**src/rtl/instr_fetch_if.sv**
```systemverilog
// Program-memory read bus between the fetch sequencer and program ROM/RAM.
//   mem_req  - read request (master -> slave)
//   mem_addr - read address (master -> slave)
//   mem_ack  - read data valid this cycle, may coincide with mem_req (slave -> master)
//   mem_data - read data byte (slave -> master)
interface instr_fetch_if #(
   parameter int unsigned ADDR_W = 8
) ();
   logic              mem_req;
   logic [ADDR_W-1:0] mem_addr;
   logic              mem_ack;
   logic [7:0]        mem_data;

   modport master (
      output mem_req,
      output mem_addr,
      input  mem_ack,
      input  mem_data
   );

   modport slave (
      input  mem_req,
      input  mem_addr,
      output mem_ack,
      output mem_data
   );
endinterface

```
**src/rtl/instr_fetch.sv**
```systemverilog
// Instruction fetch sequencer: reads the opcode byte at pc and the operand byte at pc+1 over
// the program-memory bus, presents them with instr_valid until the execute stage reports
// exec_done, then advances pc by 2 or redirects it to jump_target.
//
// Ports:
//   clk, rst          - clock, synchronous active-high reset
//   stall             - holds off starting a new fetch (only looked at while idle)
//   mem               - program-memory read bus (master side)
//   opcode, w         - fetched opcode and operand byte
//   instr_valid       - opcode/w/pc hold a complete instruction
//   pc                - address of the current instruction's opcode byte
//   exec_done         - execute stage finished with the current instruction
//   jump_taken        - redirect request, sampled with exec_done
//   jump_target       - redirect address, sampled with exec_done
//   fetch_error       - one-cycle pulse when a byte read times out
//
// Build option: define IFETCH_TIMEOUT_EN to abandon a byte read after TIMEOUT_CYCLES cycles
// without mem_ack; otherwise a read waits forever and fetch_error is tied low.
module instr_fetch #(
   parameter int unsigned       ADDR_W         = 8,
   parameter logic [ADDR_W-1:0] RESET_VECTOR   = '0,
   parameter int unsigned       TIMEOUT_CYCLES = 15
) (
   input  logic              clk,
   input  logic              rst,
   input  logic              stall,
   instr_fetch_if.master     mem,
   output logic [7:0]        opcode,
   output logic [7:0]        w,
   output logic              instr_valid,
   output logic [ADDR_W-1:0] pc,
   input  logic              exec_done,
   input  logic              jump_taken,
   input  logic [ADDR_W-1:0] jump_target,
   output logic              fetch_error
);

   typedef enum logic [1:0] {StIdle, StFetchOp, StFetchW, StIssue} state_e;

   state_e            state_q, state_d;
   logic [ADDR_W-1:0] pc_q, pc_d;
   logic [7:0]        opcode_q, opcode_d;
   logic [7:0]        w_q, w_d;
   logic              timeout_hit;

`ifdef IFETCH_TIMEOUT_EN
   localparam int unsigned CntW = (TIMEOUT_CYCLES > 1) ? $clog2(TIMEOUT_CYCLES) : 1;

   logic [CntW-1:0] cnt_q, cnt_d;
   logic            fetch_error_q;

   // Counts ack-less cycles of the byte currently being read; held at zero outside the fetch
   // states so every entry into FETCH_OP starts from a cleared count.
   always_comb begin
      cnt_d       = cnt_q;
      timeout_hit = 1'b0;
      unique case (state_q)
         StFetchOp, StFetchW: begin
            if (mem.mem_ack) begin
               cnt_d = '0;
            end else if (cnt_q == CntW'(TIMEOUT_CYCLES - 1)) begin
               // An ack in this same cycle takes the branch above instead.
               timeout_hit = 1'b1;
               cnt_d       = '0;
            end else begin
               cnt_d = cnt_q + CntW'(1);
            end
         end
         default: cnt_d = '0;
      endcase
   end

   always_ff @(posedge clk) begin
      if (rst) begin
         cnt_q         <= '0;
         fetch_error_q <= 1'b0;
      end else begin
         cnt_q         <= cnt_d;
         fetch_error_q <= timeout_hit;
      end
   end

   assign fetch_error = fetch_error_q;
`else
   logic unused_timeout_cycles;

   assign timeout_hit           = 1'b0;
   assign fetch_error           = 1'b0;
   assign unused_timeout_cycles = ^TIMEOUT_CYCLES;
`endif

   always_comb begin
      state_d      = state_q;
      pc_d         = pc_q;
      opcode_d     = opcode_q;
      w_d          = w_q;
      mem.mem_req  = 1'b0;
      mem.mem_addr = pc_q;
      unique case (state_q)
         StIdle: begin
            if (!stall) begin
               state_d = StFetchOp;
            end
         end
         StFetchOp: begin
            mem.mem_req = 1'b1;
            if (mem.mem_ack) begin
               opcode_d = mem.mem_data;
               state_d  = StFetchW;
            end else if (timeout_hit) begin
               state_d = StIdle;
            end
         end
         StFetchW: begin
            mem.mem_req  = 1'b1;
            mem.mem_addr = pc_q + ADDR_W'(1);
            if (mem.mem_ack) begin
               w_d     = mem.mem_data;
               state_d = StIssue;
            end else if (timeout_hit) begin
               // Retry restarts from the opcode byte; the opcode register is refilled then.
               state_d = StIdle;
            end
         end
         StIssue: begin
            if (exec_done) begin
               pc_d    = jump_taken ? jump_target : pc_q + ADDR_W'(2);
               state_d = StIdle;
            end
         end
         default: state_d = StIdle;
      endcase
   end

   always_ff @(posedge clk) begin
      if (rst) begin
         state_q  <= StIdle;
         pc_q     <= RESET_VECTOR;
         opcode_q <= 8'h00;
         w_q      <= 8'h00;
      end else begin
         state_q  <= state_d;
         pc_q     <= pc_d;
         opcode_q <= opcode_d;
         w_q      <= w_d;
      end
   end

   assign opcode      = opcode_q;
   assign w           = w_q;
   assign pc          = pc_q;
   assign instr_valid = (state_q == StIssue);

endmodule

```
**src/flat_wrapper.sv**
```systemverilog
// flat-port wrapper written by rule: the top's interface ports become plain ports
module instr_fetch_flat 
#(
   parameter int unsigned       ADDR_W         = 8,
   parameter logic [ADDR_W-1:0] RESET_VECTOR   = '0,
   parameter int unsigned       TIMEOUT_CYCLES = 15
)
  (clk, rst, stall, opcode, w, instr_valid, pc, exec_done, jump_taken, jump_target, fetch_error, mem_mem_req, mem_mem_addr, mem_mem_ack, mem_mem_data);
  instr_fetch_if #(.ADDR_W(ADDR_W)) mem_i ();
  input  logic clk;
  input  logic rst;
  input  logic stall;
  output logic [7:0] opcode;
  output logic [7:0] w;
  output logic instr_valid;
  output logic [ADDR_W-1:0] pc;
  input  logic exec_done;
  input  logic jump_taken;
  input  logic [ADDR_W-1:0] jump_target;
  output logic fetch_error;
  output wire logic [$bits(mem_i.mem_req)-1:0] mem_mem_req;
  output wire logic [$bits(mem_i.mem_addr)-1:0] mem_mem_addr;
  input wire logic [$bits(mem_i.mem_ack)-1:0] mem_mem_ack;
  input wire logic [$bits(mem_i.mem_data)-1:0] mem_mem_data;
  assign mem_mem_req = mem_i.mem_req;
  assign mem_mem_addr = mem_i.mem_addr;
  assign mem_i.mem_ack = mem_mem_ack;
  assign mem_i.mem_data = mem_mem_data;
  instr_fetch #(.ADDR_W(ADDR_W), .RESET_VECTOR(RESET_VECTOR), .TIMEOUT_CYCLES(TIMEOUT_CYCLES)) u_core (.clk(clk), .rst(rst), .stall(stall), .mem(mem_i), .opcode(opcode), .w(w), .instr_valid(instr_valid), .pc(pc), .exec_done(exec_done), .jump_taken(jump_taken), .jump_target(jump_target), .fetch_error(fetch_error));
endmodule
```
**config.mk**
```make
export PLATFORM = sky130hd
export DESIGN_NAME = instr_fetch_flat
export DESIGN_NICKNAME = d
export VERILOG_FILES = /design/src/rtl/instr_fetch_if.sv /design/src/rtl/instr_fetch.sv /design/src/flat_wrapper.sv
export SDC_FILE = /design/constraint.sdc
export NUM_CORES = 1
export LEC_CHECK = 0
export BUFFER_PORTS_ARGS = -buffer_cell sky130_fd_sc_hd__buf_2
export CAP_MARGIN = 20
export CORE_MARGIN = 10
export CORE_UTILIZATION = 40
export DETAILED_ROUTE_END_ITERATION = 8
export PLACE_DENSITY = 0.77
export RECOVER_POWER = 100
export SLEW_MARGIN = 10
export SYNTH_ARGS = -nofsm -noshare
export SYNTH_HDL_FRONTEND = slang
export SYNTH_SLANG_ARGS = --single-unit
```
**constraint.sdc**
```tcl
create_clock -name clk -period 3.1 [get_ports clk]
set_input_delay 0.155 -clock clk [delete_from_list [all_inputs] [get_ports clk]]
set_output_delay 0.155 -clock clk [all_outputs]
set_load 0.05 [all_outputs]
```
Yosys cells after proc, flatten, opt, wreduce, memory -nomap -nowiden
Index checks and enable logic that the tools add are counted.

word-level totals
  register bits after elaboration = 26
  input port bits = 22
  logic and storage cells = 27

cells by class
  $add $sub $neg = 2
  equality and inequality tests = 7
  multiplexer cells = 8
  reduce and logical (&&, ||, !) cells = 6

operator list
  operator               count
  $mux W8                2
  $add A8 B1 Y8 const B  1
  $add A8 B2 Y8 const B  1
  $mux W2                4
  $pmux W2 S4            1
  $ne A2 B2 Y1 const B   3
  $reduce_and A2 Y1      3
  $eq A2 B2 Y1 const B   2
  $reduce_and A4 Y1      1
  $eq A2 B1 Y1 const B   1
  $logic_not A2 Y1       1
  $ne A2 B1 Y1 const B   1
  $reduce_or A2 Y1       1
  $mux W1                1

Logic depth before layout (Yosys ltp)
Gate-level depths: netlist of run 1.

  depth after elaboration = 3
  mapped depth = 7
  mapped depth without buffers = 6

Worst setup path after synthesis of run 1
OpenSTA, ideal clock, no wires.

  path type = register to output
  start = reg u_core.pc_q[1], in the netlist u_core.pc[1]
  end = out mem_mem_addr[5]
  arrival time = 2168 ps
  slack = 777 ps
  cell stages (with the launch flop) = 5
  buffers on the path = 0
  path through = dfxtp_1 ha_1 and3_1 nand3_1 xnor2_1

on the way
  cells in the longest elaborated chain, start to end = 2

RTL lines
  element                 RTL line            source
  from (decl)             instr_fetch.sv:41   logic [ADDR_W-1:0] pc_q, pc_d;
  from (signal assigned)  instr_fetch.sv:143  pc_q <= pc_d;
  $add A8 B1 Y8           instr_fetch.sv:116  mem.mem_addr = pc_q + ADDR_W'(1);
  $mux W8                 instr_fetch.sv:99   unique case (state_q)
  to (decl)               flat_wrapper.sv:22  output wire logic [$bits(mem_i.mem_addr)-1:0] mem_mem_addr;

Every way passes these cells.

Worst setup path in the final report of run 1
  start = reg u_core.state_q[0]
  end = out mem_mem_addr[6]

on the way
  cells in the longest elaborated chain, start to end = 2

RTL lines
  element                 RTL line            source
  from (decl)             instr_fetch.sv:40   state_e state_q, state_d;
  from (signal assigned)  instr_fetch.sv:137  state_q <= StIdle;
  from (signal assigned)  instr_fetch.sv:142  state_q <= state_d;
  $eq A2 B2 Y1            instr_fetch.sv:99
  $mux W8                 instr_fetch.sv:99

Every way passes these cells.

==> flow_summary.ini, run 1 <==
[global_routing]
globalRouteTotalUtil_pct = 11.7
grt_use_met2_pct = 18.9
busiest_layer = met2
grt_pass1_wl_um = 5930
grt_pass1_vias = 1224
antenna_found_initial = 0
gr-usage-met1_pct = 13.8
grt_overflow = 0
grt.met3_usage_pct = 3.34
grt_max_degree = 28

[route]
viasPerCell = 5.11
ant_nets = 0
wl_um = 3640
vias = 1333
drc = 0
wl_per_cell_um = 14.0
drt-initial-drc-count = 96
drt_pass1_iterations = 5

[cts]
cts_hold_buf = 0
clk_latency_ns = 0.33
post_cts_buffers = 0
cts_root_buf = clkbuf_4
numCtsBuffers = 3
post_cts_resized = 0
clock-sinks = 26
cts_tree = built
clk_pin_slew_ns = 0.14
clock_path_buffers = 2
cts_htree_levels = 1

[timing]
maxSlewViolCount = 0
max_slew_margin_pct = 58.5
fin_crit_ns = 2.54
period_share_pct = 81.9
skew_ns = 0.000957
worst_pin_slew_ns = 0.625
fmax_ghz = 0.394
setup_viol_count_final = 0
rsz0062_at_grt = false
worst_slack_ns = 0.560
final_hold_viol_count = 0
finalSetupTns_ns = 0

[floorplan]
die_x_um = 77.9
rows = 20
coreArea_sq_um = 3130
die_area_sq_um = 6060
die_y_um = 77.9
start_util_pct = 42.8
design.portCount = 57

[cells_and_area]
fin_nets = 247
layout-drive-gt1-share_pct = 12.9
seq_area_sq_um = 520
diodes = 0
n_fill_cell = 336
syn_to_final_growth_pct = 20.5
final_cell_mix = 34 x clkbuf_1, 32 x nand2_1, 26 x dfxtp_1
finalNonFillerCells = 261
layout_commonest_cell = clkbuf_1
multiInputGateArea_sq_um = 741

[worst_setup_path]
worstPathArrival_ns = 2.39
crit_type = reg2out
cp_max_fo = 17
end_kind = primary output
required_ns = 2.94
critPathLaunchType = register

[synth]
netlist_instances = 172
yosys_warnings = 0
synth_area_per_cell_sq_um = 7.78
ys_seq_area_share_pct = 38.9
ys_ff_latch = 26
syn_area_sq_um = 1340
synthesis.nets = 201
synth.distinct_cells = 35

[status]
outcome = finished, final reports clean

[placement]
gp_congestion = 0.813
placed_cells = 257
port_buffers = 55
hpwl_um = 2750
place_ws_ns = 1.15

[power_and_ir_drop]
power_mw = 1.11
ir_drop_mv = 0.467
p_per_area_nw_per_um2 = 691
p_leak_nw = 0.608

[worst_hold_path]
hold_path.class = in2reg

[flow_run]
maxCapViolCount = 0
## sequential cells by signal, indices dropped and copies added, names as in the netlist
register,flops
u_core.w,8
u_core.pc,8
u_core.opcode,8
u_core.state_q,2
## worst paths after layout
kind | start | to | cells past startpoint | slack [ns]
worst max register to register | u_core.state_q[0] | u_core.state_q[1] | 6 | 1.33
worst max-delay path | u_core.state_q[0] | mem_mem_addr[6] | 6 | 0.56
worst min-delay path | mem_mem_data[7] | u_core.opcode[7] | 3 | 0.07
worst min register to register | u_core.w[0] | u_core.w[0] | 2 | 0.46
## cell families (layout without fill, tap and decap cells)
logic type                 count (synthesis)  in the layout  share of synthesized area [%]
and+or+nand+nor                           71             71                           23.9
AOI/OAI and AO/OA                         40             40                           17.7
DFF                                       26             26                           38.9
buffers and inverters                     17             62                           5.79
adders and majority gates                  7              7                           6.54
xor gates and xnor gates                   7              7                           4.58
muxes                                      3              3                           2.34
other                                      1              1                          0.280
## synth_stat cells, drive strengths merged
cell	number	area, sq um
a211oi	1	7.51
a21o	1	7.51
a21oi	21	105
a22o	1	8.76
a22oi	1	7.51
a31oi	4	25.0
and2	1	6.26
and3	2	17.5
buf	8	43.8
clkbuf	6	22.5
conb	1	3.75
dfxtp	26	521
ha	7	87.6
inv	3	11.3
mux2	1	11.3
mux2i	2	20.0
nand2	33	126
nand2b	1	6.26
nand3	21	105
nand4	2	12.5
nor2	9	33.8
nor2b	1	6.26
o21ai	6	30.0
o21bai	1	7.51
o221ai	1	8.76
o31a	1	8.76
o31ai	2	20.0
or3	1	6.26
xnor2	4	35.0
xor2	3	26.3
## through the flow
step	utilization, %	hold slack, ns	cell area, sq um
finish	51.6	0.0692	1610
global route	51.6	0.0657	1610
detailed placement	51.2	0.428	1600
CTS	52.9	0.0636	1660
floorplan	-	0.303	1340
global placement	51.2	0.421	1600
## routing by layer
layer  up-vias  wire length [um]
li1        682                 -
met1       608              1520
met2        38              1760
met3         5               294
met4         0                65
met5         -                 0
## final cells by class
type | count | share of cell area [%]
multi-input combinational | 129 | 45.9
timing repair buffer | 55 | 14.4
inverter | 3 | 0.698
clock inverter | 1 | 1.86
clock buffer | 3 | 1.40
sequential | 26 | 32.3
tap | 44 | 3.41
## worst max-delay path, stage by stage (launching register included)
cell and delay [ns]:
dfxtp_1 0.37, inv_1 0.08, ha_1 0.54, nand4_1 0.25
nor2_1 0.18, xor2_1 0.16, clkbuf_1 0.49
## power by group
group / leakage, nW / total, mW / switching [mW] / internal [mW]
registers: 0.210 / 0.408 / 0.0329 / 0.376
clock network: 0.0279 / 0.237 / 0.106 / 0.131
logic: 0.370 / 0.468 / 0.356 / 0.112
total: 0.608 / 1.11 / 0.495 / 0.619
Power figures use the tool's default switching activity.
==> inputs of run 2 (changes only) <==
--- a/config.mk
+++ b/config.mk
@@ -10,7 +10,7 @@
 export CORE_MARGIN = 10
 export CORE_UTILIZATION = 40
 export DETAILED_ROUTE_END_ITERATION = 8
-export PLACE_DENSITY = 0.77
+export PLACE_DENSITY = 0.8
 export RECOVER_POWER = 100
 export SLEW_MARGIN = 10
 export SYNTH_ARGS = -nofsm -noshare
==> constraint.sdc (replaced) <==
create_clock -name clk -period 2 [get_ports clk]
set_input_delay 0.1 -clock clk [delete_from_list [all_inputs] [get_ports clk]]
set_output_delay 0.1 -clock clk [all_outputs]
set_load 0.05 [all_outputs]
==> flow_summary.ini, run 2 (same netlist as run 1, synthesis figures left out) <==
[floorplan]
start_util_pct = 42.8
die_area_sq_um = 6060
die_y_um = 77.9
design.portCount = 57
coreArea_sq_um = 3130
die_x_um = 77.9
rows = 20

[cells_and_area]
n_fill_cell = 320
layout_commonest_cell = nand2_1
seq_area_sq_um = 522
fin_nets = 251
final_cell_mix = 32 x nand2_1, 27 x clkbuf_1, 25 x dfxtp_1
diodes = 0
finalNonFillerCells = 265
multiInputGateArea_sq_um = 786
layout-drive-gt1-share_pct = 21.3
syn_to_final_growth_pct = 27.0

[power_and_ir_drop]
p_leak_nw = 0.691
ir_drop_mv = 0.624
p_per_area_nw_per_um2 = 1030

[route]
drt-initial-drc-count = 90
viasPerCell = 5.02
vias = 1331
wl_per_cell_um = 14.1
drc = 0
wl_um = 3740
ant_nets = 0
drt_pass1_iterations = 4

[worst_setup_path]
worstPathArrival_ns = 1.79
crit_family = buffers and inverters
end_kind = primary output
crit_chain = inv_1, ha_2, buf_4, mux2_1, buf_2
cp_max_fo = 13
reg2reg_slack_ns = 0.38
rr_startpoint = u_core.pc[2]
required_ns = 1.90
crit_type = reg2out
worstRegToRegCells = 5
slowest_stage = dfxtp_1
crit_start = u_core.state_q[0]
critPathLaunchType = register
slowest_delay_ns = 0.37
crit_buf_inv = 3
r2r-end = u_core.pc[7]

[worst_hold_path]
hold_path.class = in2reg
worstHoldPathCells = 3
min_from = mem_mem_data[6]
hold_end = u_core.opcode[6]

[timing]
whs_ns = 0.0182
skew_ns = 0.00277
max_slew_margin_pct = 58.7
finalSetupTns_ns = 0
period_share_pct = 94.6
final_hold_viol_count = 0
fin_crit_ns = 1.89
fmax_ghz = 0.529
worst_pin_slew_ns = 0.623
maxSlewViolCount = 0
setup_viol_count_final = 0
rsz0062_at_grt = false

[cts]
clock-sinks = 26
post_cts_buffers = 0
cts_hold_buf = 0
cts_tree = built
cts_root_buf = clkbuf_4
numCtsBuffers = 3
clk_pin_slew_ns = 0.14
clk_latency_ns = 0.32
clock_path_buffers = 2
cts_htree_levels = 1

[placement]
port_buffers = 55
placed_cells = 261
hpwl_um = 2860
gp_congestion = 0.833

[global_routing]
grt_max_degree = 28
grt_overflow = 0
grt_pass1_vias = 1271
globalRouteTotalUtil_pct = 11.9
grt_pass1_wl_um = 6120
antenna_found_initial = 0

[flow_run]
maxCapViolCount = 0

[status]
outcome = finished, final reports clean
run 2: area by class of cell:
class | count | share of cell area (%)
flip-flops and latches | 26 | 30.7
inverters | 3 | 0.662
multi-input cells | 129 | 46.2
clock buffers | 3 | 1.32
well taps | 44 | 3.24
repair buffers | 59 | 16.1
clock inverters | 1 | 1.77
run 2: report_power, final:
part	leakage (nW)	internal [mW]	switching, mW
Clock	0.0279	0.203	0.162
Combinational	0.452	0.192	0.561
Sequential	0.211	0.582	0.0505
run 2: what timing repair did:
action	in CTS	in global routing
gates resized for setup	1	4
pin swaps	0	2
endpoints found under the setup margin	1	3
run 2: tightest hold or removal path, stage by stage:
cell     delay [ns]
buf_2          0.10
nand3_1        0.06
a21oi_1        0.05
run 2: worst max-delay path by stage:
stage                       to  slack (ns)  depth (start not counted)
2_1_floorplan  mem_mem_addr[6]       -0.01                          4
3_3_place_gp   mem_mem_addr[6]        0.41                          5
3_5_place_dp   mem_mem_addr[6]        0.34                          5
4_1_cts        mem_mem_addr[6]        0.03                          6
5_1_grt        mem_mem_addr[6]       0.006                          6
6_report       mem_mem_addr[1]        0.11                          5
run 2: metal layers:
| layer | up-vias | wire length (um) | track usage (%) | share of wire [%] |
|---|---|---|---|---|
| met3 | 2 | 284 | 3.34 | 7.6 |
| met4 | 0 | 36 | 4.38 | 0.96 |
| met1 | 599 | 1680 | 15.9 | 45 |
| li1 | 683 | - | - | - |
| met5 | - | 0 | 0 | 0 |
| met2 | 47 | 1740 | 17.7 | 46 |
run 2: per-stage QoR:
step | setup WS (ns) | power (mW) | util, % | area [sq um]
finish | 0.109 | 1.75 | 54.4 | 1700
global route | 0.00624 | 1.86 | 54.4 | 1700
CTS | 0.0333 | 1.77 | 55.4 | 1730
detailed placement | 0.338 | 1.41 | 53.6 | 1680
global placement | 0.409 | 1.41 | 53.6 | 1680
floorplan | -0.0124 | 1.24 | - | 1380
